File: src/rtl/core_pkg.sv
// Shared defaults, FSM state encoding and sizing helper for the core accumulator writer.
// No logic; imported by core_acc_writer and core_wfifo.
package core_pkg;

    localparam int RES_W_DEF      = 16;
    localparam int PACK_DEF       = 4;
    localparam int ADDR_W_DEF     = 10;
    localparam int FIFO_DEPTH_DEF = 4;

    typedef enum logic [1:0] {
        ST_IDLE  = 2'd0,
        ST_RUN   = 2'd1,
        ST_FLUSH = 2'd2,
        ST_DONE  = 2'd3
    } state_t;

    // Index width that never collapses to zero bits.
    function automatic int idx_w(input int n);
        return (n > 1) ? $clog2(n) : 1;
    endfunction

endpackage

File: src/rtl/core_wfifo.sv
// Show-ahead FIFO of packed write words: head visible while non-empty, count registered.
// Push is ignored when full, pop is ignored when empty; DEPTH must be a power of two >= 2.
module core_wfifo
    import core_pkg::*;
#(
    parameter int W     = 8,
    parameter int DEPTH = FIFO_DEPTH_DEF,
    localparam int AW   = idx_w(DEPTH),
    localparam int CW   = $clog2(DEPTH) + 1
) (
    input  logic          clk_i,
    input  logic          rstn_i,
    input  logic          push_i,
    input  logic [W-1:0]  push_dat_i,
    input  logic          pop_i,
    output logic [W-1:0]  head_dat_o,
    output logic [CW-1:0] count_o,
    output logic          empty_o
);

    logic [W-1:0]  mem_q [DEPTH];
    logic [AW-1:0] wr_ptr_q;
    logic [AW-1:0] rd_ptr_q;
    logic [CW-1:0] count_q;
    logic          do_push;
    logic          do_pop;

    assign do_push    = push_i && (count_q != CW'(DEPTH));
    assign do_pop     = pop_i && (count_q != '0);
    assign head_dat_o = mem_q[rd_ptr_q];
    assign count_o    = count_q;
    assign empty_o    = (count_q == '0);

    always_ff @(posedge clk_i) begin
        if (do_push) begin
            mem_q[wr_ptr_q] <= push_dat_i;
        end
    end

    always_ff @(posedge clk_i) begin
        if (!rstn_i) begin
            wr_ptr_q <= '0;
            rd_ptr_q <= '0;
            count_q  <= '0;
        end else begin
            if (do_push) begin
                wr_ptr_q <= wr_ptr_q + AW'(1);
            end
            if (do_pop) begin
                rd_ptr_q <= rd_ptr_q + AW'(1);
            end
            case ({do_push, do_pop})
                2'b10:   count_q <= count_q + CW'(1);
                2'b01:   count_q <= count_q - CW'(1);
                default: count_q <= count_q;
            endcase
        end
    end

endmodule

File: src/rtl/core_acc_writer.sv
// Packs PACK core results per word and writes them to consecutive global-buffer addresses.
// A word reaches the bus 2 cycles after its last lane; res_ready drops while a word is pending or the FIFO is full.
module core_acc_writer
    import core_pkg::*;
#(
    parameter int RES_W      = RES_W_DEF,
    parameter int PACK       = PACK_DEF,
    parameter int ADDR_W     = ADDR_W_DEF,
    parameter int FIFO_DEPTH = FIFO_DEPTH_DEF
) (
    input  logic                  clk,
    input  logic                  rstn,
    input  logic                  start,
    input  logic [ADDR_W-1:0]     base_addr,
    input  logic [15:0]           len,
    output logic                  busy,
    output logic                  done,
    input  logic [RES_W-1:0]      res_data,
    input  logic                  res_valid,
    output logic                  res_ready,
    output logic [ADDR_W-1:0]     gbus_waddr,
    output logic [RES_W*PACK-1:0] gbus_wdata,
    output logic [PACK-1:0]       gbus_wmask,
    output logic                  gbus_wvalid,
    input  logic                  gbus_wready
);

    localparam int LW    = idx_w(PACK);
    localparam int CW    = $clog2(FIFO_DEPTH) + 1;
    localparam int ENT_W = ADDR_W + RES_W * PACK + PACK;

    state_t                  state_q;
    logic                    busy_q;
    logic                    done_q;
    logic                    push_pend_q;
    logic [ADDR_W-1:0]       base_q;
    logic [ADDR_W-1:0]       widx_q;
    logic [15:0]             len_q;
    logic [15:0]             rcnt_q;
    logic [LW-1:0]           lane_q;
    logic [RES_W*PACK-1:0]   pack_dat_q;
    logic [PACK-1:0]         pack_msk_q;

    logic [CW-1:0]           fifo_cnt;
    logic                    fifo_empty;
    logic [ENT_W-1:0]        push_dat;
    logic [ENT_W-1:0]        head_dat;
    logic                    accept;
    logic                    last_res;
    logic                    word_full;

    // Holding off new results while a completed word waits to be pushed keeps the
    // pack register single-buffered and guarantees the FIFO has room for that push.
    assign res_ready = (state_q == ST_RUN) && !push_pend_q && (fifo_cnt < CW'(FIFO_DEPTH));
    assign accept    = res_valid && res_ready;
    assign last_res  = ((rcnt_q + 16'd1) == len_q);
    assign word_full = (lane_q == LW'(PACK - 1));
    assign push_dat  = {base_q + widx_q, pack_dat_q, pack_msk_q};

    assign busy        = busy_q;
    assign done        = done_q;
    assign gbus_wvalid = !fifo_empty;
    assign {gbus_waddr, gbus_wdata, gbus_wmask} = gbus_wvalid ? head_dat : '0;

    core_wfifo #(
        .W     (ENT_W),
        .DEPTH (FIFO_DEPTH)
    ) u_wfifo (
        .clk_i      (clk),
        .rstn_i     (rstn),
        .push_i     (push_pend_q),
        .push_dat_i (push_dat),
        .pop_i      (gbus_wvalid && gbus_wready),
        .head_dat_o (head_dat),
        .count_o    (fifo_cnt),
        .empty_o    (fifo_empty)
    );

    always_ff @(posedge clk) begin
        if (!rstn) begin
            state_q     <= ST_IDLE;
            busy_q      <= 1'b0;
            done_q      <= 1'b0;
            push_pend_q <= 1'b0;
            base_q      <= '0;
            widx_q      <= '0;
            len_q       <= '0;
            rcnt_q      <= '0;
            lane_q      <= '0;
            pack_dat_q  <= '0;
            pack_msk_q  <= '0;
        end else begin
            if (push_pend_q) begin
                push_pend_q <= 1'b0;
                pack_dat_q  <= '0;
                pack_msk_q  <= '0;
                widx_q      <= widx_q + ADDR_W'(1);
            end

            if (accept) begin
                pack_dat_q[lane_q*RES_W +: RES_W] <= res_data;
                pack_msk_q[lane_q]                <= 1'b1;
                rcnt_q                            <= rcnt_q + 16'd1;
                lane_q                            <= word_full ? '0 : lane_q + LW'(1);
                if (word_full || last_res) begin
                    push_pend_q <= 1'b1;
                end
            end

            case (state_q)
                ST_IDLE: begin
                    if (start) begin
                        base_q  <= base_addr;
                        len_q   <= len;
                        rcnt_q  <= '0;
                        widx_q  <= '0;
                        lane_q  <= '0;
                        busy_q  <= 1'b1;
                        done_q  <= (len == 16'd0);
                        state_q <= (len == 16'd0) ? ST_DONE : ST_RUN;
                    end
                end
                ST_RUN: begin
                    if (accept && last_res) begin
                        state_q <= ST_FLUSH;
                    end
                end
                ST_FLUSH: begin
                    if (!push_pend_q && (pack_msk_q == '0) && fifo_empty) begin
                        state_q <= ST_DONE;
                        done_q  <= 1'b1;
                    end
                end
                ST_DONE: begin
                    state_q <= ST_IDLE;
                    busy_q  <= 1'b0;
                    done_q  <= 1'b0;
                end
                default: state_q <= ST_IDLE;
            endcase
        end
    end

endmodule

File: config.mk
export PLATFORM = sky130hd
export DESIGN_NAME = core_acc_writer
export DESIGN_NICKNAME = d
export VERILOG_FILES = /design/src/rtl/core_pkg.sv /design/src/rtl/core_wfifo.sv /design/src/rtl/core_acc_writer.sv
export SDC_FILE = /design/constraint.sdc
export NUM_CORES = 1
export LEC_CHECK = 0
export BUFFER_PORTS_ARGS = -buffer_cell sky130_fd_sc_hd__buf_2
export CORE_MARGIN = 2
export CORE_UTILIZATION = 45
export DETAILED_ROUTE_END_ITERATION = 10
export GPL_ROUTABILITY_DRIVEN = 0
export SYNTH_ARGS = -nofsm -noshare
export SYNTH_HDL_FRONTEND = slang
export SYNTH_HIERARCHICAL = 1
export SYNTH_SLANG_ARGS = --single-unit
File: constraint.sdc
create_clock -name clk -period 7.6 [get_ports clk]
set_input_delay 0.38 -clock clk [delete_from_list [all_inputs] [get_ports clk]]
set_output_delay 0.38 -clock clk [all_outputs]
set_load 0.02 [all_outputs]
==> results.json <==
{
  "io_pins": 129,
  "grt_pass1_wl_um": 59270,
  "synth.distinct_cells": 60,
  "diodes": 0,
  "syn_avg_cell_area_um2": 14.77,
  "yosysWarnings": 6,
  "drive_gt1_share_pct": 22.29,
  "routedWlPerCell_um": 19.94,
  "postSynthCellCount": 1237,
  "core_um2": 39910,
  "antenna_found_initial": 1,
  "synth.most_common_cell": "edfxtp_1",
  "cts_setup_buffers": 0,
  "num_vias": 10150,
  "hp-class": "primary input to flop",
  "port_buffers": 128,
  "ys_seq_area_share_pct": 66.16,
  "syn-cell-area_um2": 18280,
  "num_rows": 73,
  "drc": 0,
  "post-place-ws_ps": 4394,
  "track_usage_pct": 18.50,
  "wl_um": 38290,
  "outcome": "finished, final reports clean",
  "r2r_end": "u_wfifo/mem_q[2][68]",
  "hold_path_end": "base_q[5]",
  "synth_ff_type": "edfxtp_1",
  "synth_edf_count": 312,
  "yosys.area.top_type": "edfxtp_1",
  "gr-total-overflow": 0,
  "power_mw": 5.272,
  "drtAntennaViolNets": 0,
  "cp-start-kind": "flop",
  "finalMaxSlewViolations": 0,
  "fin_area_um2": 20860,
  "final_hold_viol_count": 0,
  "h-tree-depth": 2,
  "syn_nets": 1314,
  "die_width_um": 205.5,
  "cp_data_arrival_time_ps": 3250,
  "cts.sinks": 448,
  "period_share_pct": 47.71,
  "cts_max_path_buffers": 3,
  "first_pass_iters": 5,
  "synthTopCellsByCount": "edfxtp_1 (312), dfxtp_1 (136), nor2b_1 (125)",
  "fmax_mhz": 275.8,
  "cts_resized": 0,
  "start_util_pct": 45.79,
  "path_class": "flop to output port",
  "fin_nets": 1435,
  "num-fill-cells": 3340,
  "synth.area.top_cells": "edfxtp_1 (51%), dfxtp_1 (15%), mux4_2 (9.6%)",
  "routed_via_density": 5.289,
  "layout_setup_ws_ps": 3974,
  "syn_to_final_growth_pct": 14.16,
  "worst_pin_slew_ps": 1082,
  "end_kind": "output port",
  "cts_tree": "yes",
  "grt_pass1_vias": 10120,
  "reg2regPathDepth": 4,
  "fp.dieArea_um2": 42240,
  "grt_max_degree": 89,
  "synth-seq-cells": 448,
  "maxSlewHeadroom_pct": 27.67,
  "regToRegSetupSlack_ps": 4720,
  "tns_ps": 0,
  "root_buffer": "clkbuf_16",
  "clk_latency_ps": 550,
  "postCtsHoldBufs": 0,
  "min_from": "base_addr[5]",
  "crit_path_max_fanout": 49,
  "setup_viol": 0,
  "drtIter0Drc": 636,
  "die_height_um": 205.5,
  "skew_ps": 12.34,
  "p_per_area_nw_per_um2": 252.7,
  "placed_area_um2": 19290,
  "drv_cap": 0,
  "numCtsBuffers": 46,
  "finalCoreUtilization_pct": 52.27,
  "r2r_start": "u_wfifo/count_o[0]",
  "p_leak_nw": 7.167,
  "hold_depth": 3,
  "async_flop_share_pct": 0,
  "irDropWorstVdd_uv": 155.2,
  "netlist.area_leader.share_pct": 51.26,
  "worstPathRequired_ps": 7220,
  "rsz0062_at_grt": "no",
  "period_needed_ps": 3626,
  "cts.clk_slew.worst_paths_ps": 60,
  "place_hpwl_um": 23100
}
[worst max path at each step]
stage,cells after the start,slack [ps],start,to
finish,4,3970,flop,gbus_wdata[15]
global route,4,3650,flop,gbus_wdata[41]
CTS,4,3790,flop,gbus_wdata[29]
detailed placement,4,4390,flop,gbus_wdata[29]
global placement,4,4400,flop,gbus_wdata[31]
floorplan,3,4430,u_wfifo/count_o[0],u_wfifo/mem_q[0][0]
[critical path, cell delays in order (launching register included)]
cell and delay (ps):
dfxtp_4 770, buf_4 910, mux4_2 600, nor2b_1 160, buf_2 220
[final cells by class]
cell class / count / area [um^2] / area share, %
clock inverter: 18 / 201.4 / 0.9655
clock buffer: 67 / 1376 / 6.597
multi-input combinational: 696 / 5690 / 27.27
sequential: 448 / 12100 / 57.99
tap: 525 / 656.9 / 3.148
timing repair buffer: 143 / 753.2 / 3.610
inverter: 23 / 86.33 / 0.4138
[report_power, final]
group	switching (mW)	internal [mW]
Sequential	0.0395	2.64
Clock	0.911	1.40
Combinational	0.184	0.101
Total	1.13	4.14
[registers in the layout, summed over array words and instances, names as in the netlist, 3 cells and up, named ones only]
name / cells
base_q: 10
u_wfifo/mem_q: 312
len_q: 16
widx_q: 10
rcnt_q: 16
pack_msk_q: 4
pack_dat_q: 64
u_wfifo/count_o: 3
[placed cells by master (no fill, tap or decap), drive strengths merged, types with 3 or more instances in the layout]
master / synthesis / layout
a21boi: 29 / 29
a21oi: 22 / 22
a22oi: 30 / 30
a31oi: 7 / 7
and2: 10 / 10
and3: 9 / 9
and4: 3 / 3
buf: 22 / 143
bufinv: 0 / 4
clkbuf: 46 / 67
clkinv: 0 / 11
dfxtp: 136 / 136
edfxtp: 312 / 312
ha: 28 / 28
inv: 23 / 24
mux2i: 6 / 6
mux4: 78 / 78
nand2: 120 / 120
nand3: 38 / 38
nand4: 8 / 8
nor2: 27 / 27
nor2b: 125 / 125
nor3: 12 / 12
nor3b: 8 / 8
nor4: 9 / 9
o21ai: 40 / 40
or3: 7 / 7
or4: 3 / 3
xnor2: 28 / 28
xor2: 26 / 26
[metal layers]
metal	global-route usage [%]	wire, um	up-vias	share of wire, %
li1	-	-	4830	-
met1	25.25	17100	5040	45
met2	31.10	18570	234	49
met3	3.025	1946	48	5.1
met4	4.445	666	2	1.7
met5	0	7	-	0.018
[logic make-up (layout without fill, tap and decap cells)]
logic type	count (synthesis)	count (layout)	synth area share, %
flops	448	448	66.16
simple gates	387	387	11.39
compound gates	140	140	4.929
buf+inv	93	251	2.800
mux	85	85	10.00
xor+xnor	54	54	2.588
fa+ha+maj	30	30	2.136
[through the flow]
| stage | instances | hold WS, ps |
|---|---|---|
| after global routing | 1920 | 62.19 |
| after global placement | 1835 | 462.5 |
| after detailed placement | 1835 | 473.4 |
| final | 1920 | 81.68 |
| after floorplan | 1237 | 447.8 |
| after CTS | 1920 | 55.52 |
Note: power is estimated with default switching activity, not from simulation.
